--- config.mk ---
export PLATFORM = sky130hd
export DESIGN_NAME = mc_control_ext
export DESIGN_NICKNAME = d
export VERILOG_FILES = /design/src/rtl/mc_control_ext.sv
export SDC_FILE = /design/constraint.sdc
export NUM_CORES = 1
export LEC_CHECK = 0
export CAP_MARGIN = 0
export CORE_MARGIN = 4
export CORE_UTILIZATION = 40
export CTS_BUF_LIST = sky130_fd_sc_hd__clkbuf_2
export CTS_CLUSTER_SIZE = 16
export DETAILED_ROUTE_END_ITERATION = 7
export MAX_ROUTING_LAYER = met4
export PLACE_DENSITY_LB_ADDON = 0.3
export SLEW_MARGIN = 20
export SYNTH_ARGS = -nofsm -noshare
export SYNTH_HDL_FRONTEND = slang
export SYNTH_SLANG_ARGS = --single-unit
--- constraint.sdc ---
create_clock -name clk -period 2.4 [get_ports clk]
set_clock_uncertainty 0.05 [all_clocks]
set_input_delay 0.48 -clock clk [delete_from_list [all_inputs] [get_ports clk]]
set_output_delay 0.48 -clock clk [all_outputs]
set_load 0.01 [all_outputs]
--- src/rtl/mc_control_ext.sv ---
// rtl/mc_control_ext.sv - multi-cycle MIPS main control FSM with lw/sw/R/beq/bne/addi/j and MemReady waits
// Optional exception path (EPCWrite port, EXCEPT state) enabled by defining MC_CTRL_EXCEPT_EN.
module mc_control_ext #(
    parameter int              OP_W     = 6,
    parameter logic [OP_W-1:0] OP_LW    = 6'b100011,
    parameter logic [OP_W-1:0] OP_SW    = 6'b101011,
    parameter logic [OP_W-1:0] OP_RTYPE = 6'b000000,
    parameter logic [OP_W-1:0] OP_BEQ   = 6'b000100,
    parameter logic [OP_W-1:0] OP_BNE   = 6'b000101,
    parameter logic [OP_W-1:0] OP_ADDI  = 6'b001000,
    parameter logic [OP_W-1:0] OP_J     = 6'b000010
) (
    input  logic            clk,
    input  logic            reset,
    input  logic [OP_W-1:0] Op,
    input  logic            Zero,
    input  logic            MemReady,
    output logic            IorD,
    output logic            MemRead,
    output logic            MemWrite,
    output logic            MemtoReg,
    output logic            IRWrite,
    output logic            RegDst,
    output logic            RegWrite,
    output logic            ALUSrcA,
    output logic [1:0]      ALUSrcB,
    output logic [1:0]      ALUOp,
    output logic [1:0]      PCSource,
    output logic            PCSel
`ifdef MC_CTRL_EXCEPT_EN
    ,
    output logic            EPCWrite
`endif
);

    typedef enum logic [3:0] {
        S_FETCH    = 4'd0,
        S_DECODE   = 4'd1,
        S_MEMADR   = 4'd2,
        S_MEMRD    = 4'd3,
        S_MEMRDEND = 4'd4,
        S_MEMWR    = 4'd5,
        S_EXEC     = 4'd6,
        S_RTYPEEND = 4'd7,
        S_ADDIEX   = 4'd8,
        S_ADDIEND  = 4'd9,
        S_BEQ      = 4'd10,
        S_BNE      = 4'd11,
        S_JUMP     = 4'd12
`ifdef MC_CTRL_EXCEPT_EN
        ,
        S_EXCEPT   = 4'd13
`endif
    } state_t;

    state_t state;
    state_t state_next;

    logic pc_write;
    logic pc_write_cond;
    logic branch_ne;

    always_ff @(posedge clk) begin
        if (reset) begin
            state <= S_FETCH;
        end else begin
            state <= state_next;
        end
    end

    always_comb begin
        state_next    = S_FETCH;
        IorD          = 1'b0;
        MemRead       = 1'b0;
        MemWrite      = 1'b0;
        MemtoReg      = 1'b0;
        IRWrite       = 1'b0;
        RegDst        = 1'b0;
        RegWrite      = 1'b0;
        ALUSrcA       = 1'b0;
        ALUSrcB       = 2'b00;
        ALUOp         = 2'b00;
        PCSource      = 2'b00;
        pc_write      = 1'b0;
        pc_write_cond = 1'b0;
        branch_ne     = 1'b0;
`ifdef MC_CTRL_EXCEPT_EN
        EPCWrite      = 1'b0;
`endif
        case (state)
            S_FETCH: begin
                MemRead = 1'b1;
                ALUSrcB = 2'b01;
                if (MemReady) begin
                    IRWrite    = 1'b1;
                    pc_write   = 1'b1;
                    state_next = S_DECODE;
                end else begin
                    state_next = S_FETCH;
                end
            end
            S_DECODE: begin
                // Branch target is precomputed here while the opcode is decoded.
                ALUSrcB = 2'b11;
                if (Op == OP_LW || Op == OP_SW) begin
                    state_next = S_MEMADR;
                end else if (Op == OP_RTYPE) begin
                    state_next = S_EXEC;
                end else if (Op == OP_BEQ) begin
                    state_next = S_BEQ;
                end else if (Op == OP_BNE) begin
                    state_next = S_BNE;
                end else if (Op == OP_ADDI) begin
                    state_next = S_ADDIEX;
                end else if (Op == OP_J) begin
                    state_next = S_JUMP;
                end else begin
`ifdef MC_CTRL_EXCEPT_EN
                    state_next = S_EXCEPT;
`else
                    state_next = S_FETCH;
`endif
                end
            end
            S_MEMADR: begin
                ALUSrcA = 1'b1;
                ALUSrcB = 2'b10;
                if (Op == OP_LW) begin
                    state_next = S_MEMRD;
                end else if (Op == OP_SW) begin
                    state_next = S_MEMWR;
                end else begin
                    state_next = S_FETCH;
                end
            end
            S_MEMRD: begin
                MemRead    = 1'b1;
                IorD       = 1'b1;
                state_next = MemReady ? S_MEMRDEND : S_MEMRD;
            end
            S_MEMRDEND: begin
                RegWrite   = 1'b1;
                MemtoReg   = 1'b1;
                state_next = S_FETCH;
            end
            S_MEMWR: begin
                MemWrite   = 1'b1;
                IorD       = 1'b1;
                state_next = MemReady ? S_FETCH : S_MEMWR;
            end
            S_EXEC: begin
                ALUSrcA    = 1'b1;
                ALUOp      = 2'b10;
                state_next = S_RTYPEEND;
            end
            S_RTYPEEND: begin
                RegDst     = 1'b1;
                RegWrite   = 1'b1;
                state_next = S_FETCH;
            end
            S_ADDIEX: begin
                ALUSrcA    = 1'b1;
                ALUSrcB    = 2'b10;
                state_next = S_ADDIEND;
            end
            S_ADDIEND: begin
                RegWrite   = 1'b1;
                state_next = S_FETCH;
            end
            S_BEQ: begin
                ALUSrcA       = 1'b1;
                ALUOp         = 2'b01;
                pc_write_cond = 1'b1;
                PCSource      = 2'b01;
                state_next    = S_FETCH;
            end
            S_BNE: begin
                ALUSrcA       = 1'b1;
                ALUOp         = 2'b01;
                pc_write_cond = 1'b1;
                branch_ne     = 1'b1;
                PCSource      = 2'b01;
                state_next    = S_FETCH;
            end
            S_JUMP: begin
                pc_write   = 1'b1;
                PCSource   = 2'b10;
                state_next = S_FETCH;
            end
`ifdef MC_CTRL_EXCEPT_EN
            S_EXCEPT: begin
                // ALU computes PC-4 (PC already advanced in FETCH) for the EPC.
                ALUSrcB    = 2'b01;
                ALUOp      = 2'b01;
                EPCWrite   = 1'b1;
                PCSource   = 2'b11;
                pc_write   = 1'b1;
                state_next = S_FETCH;
            end
`endif
            default: begin
                state_next = S_FETCH;
            end
        endcase
    end

    assign PCSel = pc_write | (pc_write_cond & (Zero ^ branch_ne));

endmodule

==> run metrics, run 1 <==
# rows=13; Worst path max stage delay=480 ps; flops & latches, synth=4; total power=205 uW; Hold Crit Class=flop to flop; critical path class=input port to output port; Yosys Warn Count=0; Fill cells=121; crit start category=input port; I/O Buffers=24; Root Driver=clkbuf_2; Syn Nets=92; initial antenna violation count=0; xor and xnor area share after synthesis=0.0647; Finished Layout Cells=124; routed len/inst=11.8 um; RePlAce Congestion=0.779; via density per instance=5.50; htree depth=1; # IOs=25; final hold violation count=0; vias in the first global route=549; largest registers=state (4); hold_sp=state[1]; clk buf depth=2; post-CTS setup buffers=0; Peak VDD IR=0.198 mV; drt drc=0; drt initial violations=18; worst path bufs/invs=2; internal reg-to-reg setup slack=830 ps; post-synthesis adder-cell area fraction=0; MaxCap Viol Count=0; multiplexer share of the synthesized area=0; Critical Path Stages=4; hpwl dp=1140 um; clk slew on worst S/H paths=40 ps; register area=83.8 um^2; fin nets=121; RSZ-0062 raised after global routing=false; die width=44.8 um; Leak=0.316 nW; layout cell share with drive strength beyond 1=0.174; fin crit share=0.975; area growth from synthesis to layout=53.1%; CTS tree=done; Synth cell types=37; syn_area_per_cell=6.61 um^2; largest family of logic cells by synthesized area=simple AND/OR/NAND/NOR gates; CP required=1870 ps; crit-path most repeated cell=clkdlybuf4s50_1; sequential fraction of the synthesis area=0.148; DRT antenna net count=0; DR vias=682; post-synthesis compound-gate area fraction=0.252; crit path DAT=1810 ps; area of the multi-input gates=415 um^2; core region area=1280 um^2; max-slew violation count=0; Post-Synth Simple-Gate Area=0.450; Worst-Skew Late Latency=200 ps; Slowest-stage cell, CP=clkdlybuf4s50_1; Post-Route WL=1460 um; dpl cell area=811 um^2; FMAX=428 MHz; min Tclk post-route=2340 ps; first-pass GRT wire length=2280 um; Largest Register=state; dpl cells=121; reg2reg path depth=4; Congestion Overflow GR=0; hold buffer count at cts=0; Final Instance Area=830 um^2; CTS buffer count=3; max_slew headroom=0.780; n_diodes=0; Hold Path End=state[2]; final setup fails=0; largest net degree at the start of global routing=16; critical path peak fanout=1; Initial Utilization=0.422; kind of end point of the critical path=output port; FF-to-FF End=state[1]; Slew @ Worst Pin=321 ps; max FFs per register=4; Hold Path Cell Cnt=3; Worst R2R Start=state[3]; cells along the critical path=clkdlybuf4s50_1 > xor2_1 > a211o_1 > clkdlybuf4s50_1; clock tree sinks=4; Setup TNS=0 ps; GRT Overall Usage=0.152; CP delay by family, top=buffers and inverters; Cell Area, Synth=542 um^2; drt first pass iters=4; outcome=finished, final reports clean; Die Y-Extent=44.8 um; Post-Synthesis Cells=82; PD cells=247 nW/um^2; die area=2010 um^2
==> cells in the mapped netlist (all sizes together) <==
cell,n,share of area
nor2,14,0.097
o21ai,8,0.074
nor3,6,0.065
buf,5,0.051
inv,5,0.035
dfxtp,4,0.15
nor2b,4,0.051
or3,4,0.058
nand2,3,0.021
a21o,2,0.028
a21oi,2,0.018
a31oi,2,0.023
and3,2,0.023
nand2b,2,0.028
nand3b,2,0.028
nor4,2,0.023
xnor2,2,0.032
xor2,2,0.032
a2111oi,1,0.016
a211o,1,0.016
a211oi,1,0.014
a22o,1,0.016
a22oi,1,0.014
a31o,1,0.016
a41oi,1,0.016
and3b,1,0.016
and4b,1,0.018
nand3,1,0.0092
nor3b,1,0.014
==> layout make-up <==
cell class | count | share of cell area
clock buffer | 3 | 0.0181
inverter | 5 | 0.0226
multi-input combinational | 68 | 0.501
sequential | 4 | 0.101
tap | 15 | 0.0226
timing repair buffer | 29 | 0.335
==> placed cells by master (no fill, tap or decap), drive strengths merged, types with 2 or more instances in the layout <==
master / n
and3: 2
xnor2: 2
xor2: 2
nor2b: 4
dfxtp: 4
clkbuf: 3
a21oi: 2
inv: 5
a21o: 2
or3: 4
clkdlybuf4s50: 24
buf: 5
nand2b: 2
nor3: 6
nand3b: 2
o21ai: 8
nor2: 14
nor4: 2
a31oi: 2
nand2: 3
==> per-layer routing <==
layer  up-vias  GRT usage  routed length, um
li1        351          -                  -
met1       310      0.180                674
met2        19      0.269                693
met3         2     0.0239                 80
met4         0     0.0351                  9
met5         -          -                  0
==> worst reg2reg max path: stages, from the launching register on <==
cell and delay, ps:
dfxtp_2 350, buf_4 170, or3_4 410, or3_1 350, a31oi_1 160
==> per-stage QoR <==
step | hold WS (ps) | util | setup slack, ps
floorplan | 553 | - | 692
global placement | 642 | 0.631 | 83.1
detailed placement | 645 | 0.631 | 66.8
CTS | 658 | 0.644 | 48.0
global route | 696 | 0.646 | 16.8
finish | 631 | 0.646 | 60.9
==> cells by family after synthesis <==
family,Yosys count
buf+inv,10
simple gates,43
xor+xnor,4
compound gates,21
flops,4
==> worst max-delay path by stage <==
stage / startpoint / endpoint / slack (ps)
CTS: state[3] / PCSel / 50
global placement: Zero / PCSel / 80
detailed placement: Zero / PCSel / 70
global route: state[3] / PCSel / 20
finish: Zero / PCSel / 60
floorplan: state[0] / RegWrite / 690
==> where the power goes <==
| part | internal, mW | switching, mW | total, mW |
|---|---|---|---|
| Clock | 0.0336 | 0.0255 | 0.0591 |
| Combinational | 0.0422 | 0.0336 | 0.0758 |
| Sequential | 0.0683 | 0.00184 | 0.0702 |
| Total | 0.144 | 0.0610 | 0.205 |
==> repair_timing <==
action / in CTS / in global routing
hold endpoints to repair: 0 / 0
gates resized for setup: 1 / 2
setup endpoints to repair: 2 / 3
Power figures use the tool's default switching activity.
==> inputs of run 2 (changes only) <==
--- a/config.mk
+++ b/config.mk
@@ -5,7 +5,6 @@
 export SDC_FILE = /design/constraint.sdc
 export NUM_CORES = 1
 export LEC_CHECK = 0
-export CAP_MARGIN = 0
 export CORE_MARGIN = 4
 export CORE_UTILIZATION = 40
 export CTS_BUF_LIST = sky130_fd_sc_hd__clkbuf_2
==> results of run 2 <==
Same layout as run 1: the final DEF is identical, and so are final timing and power.
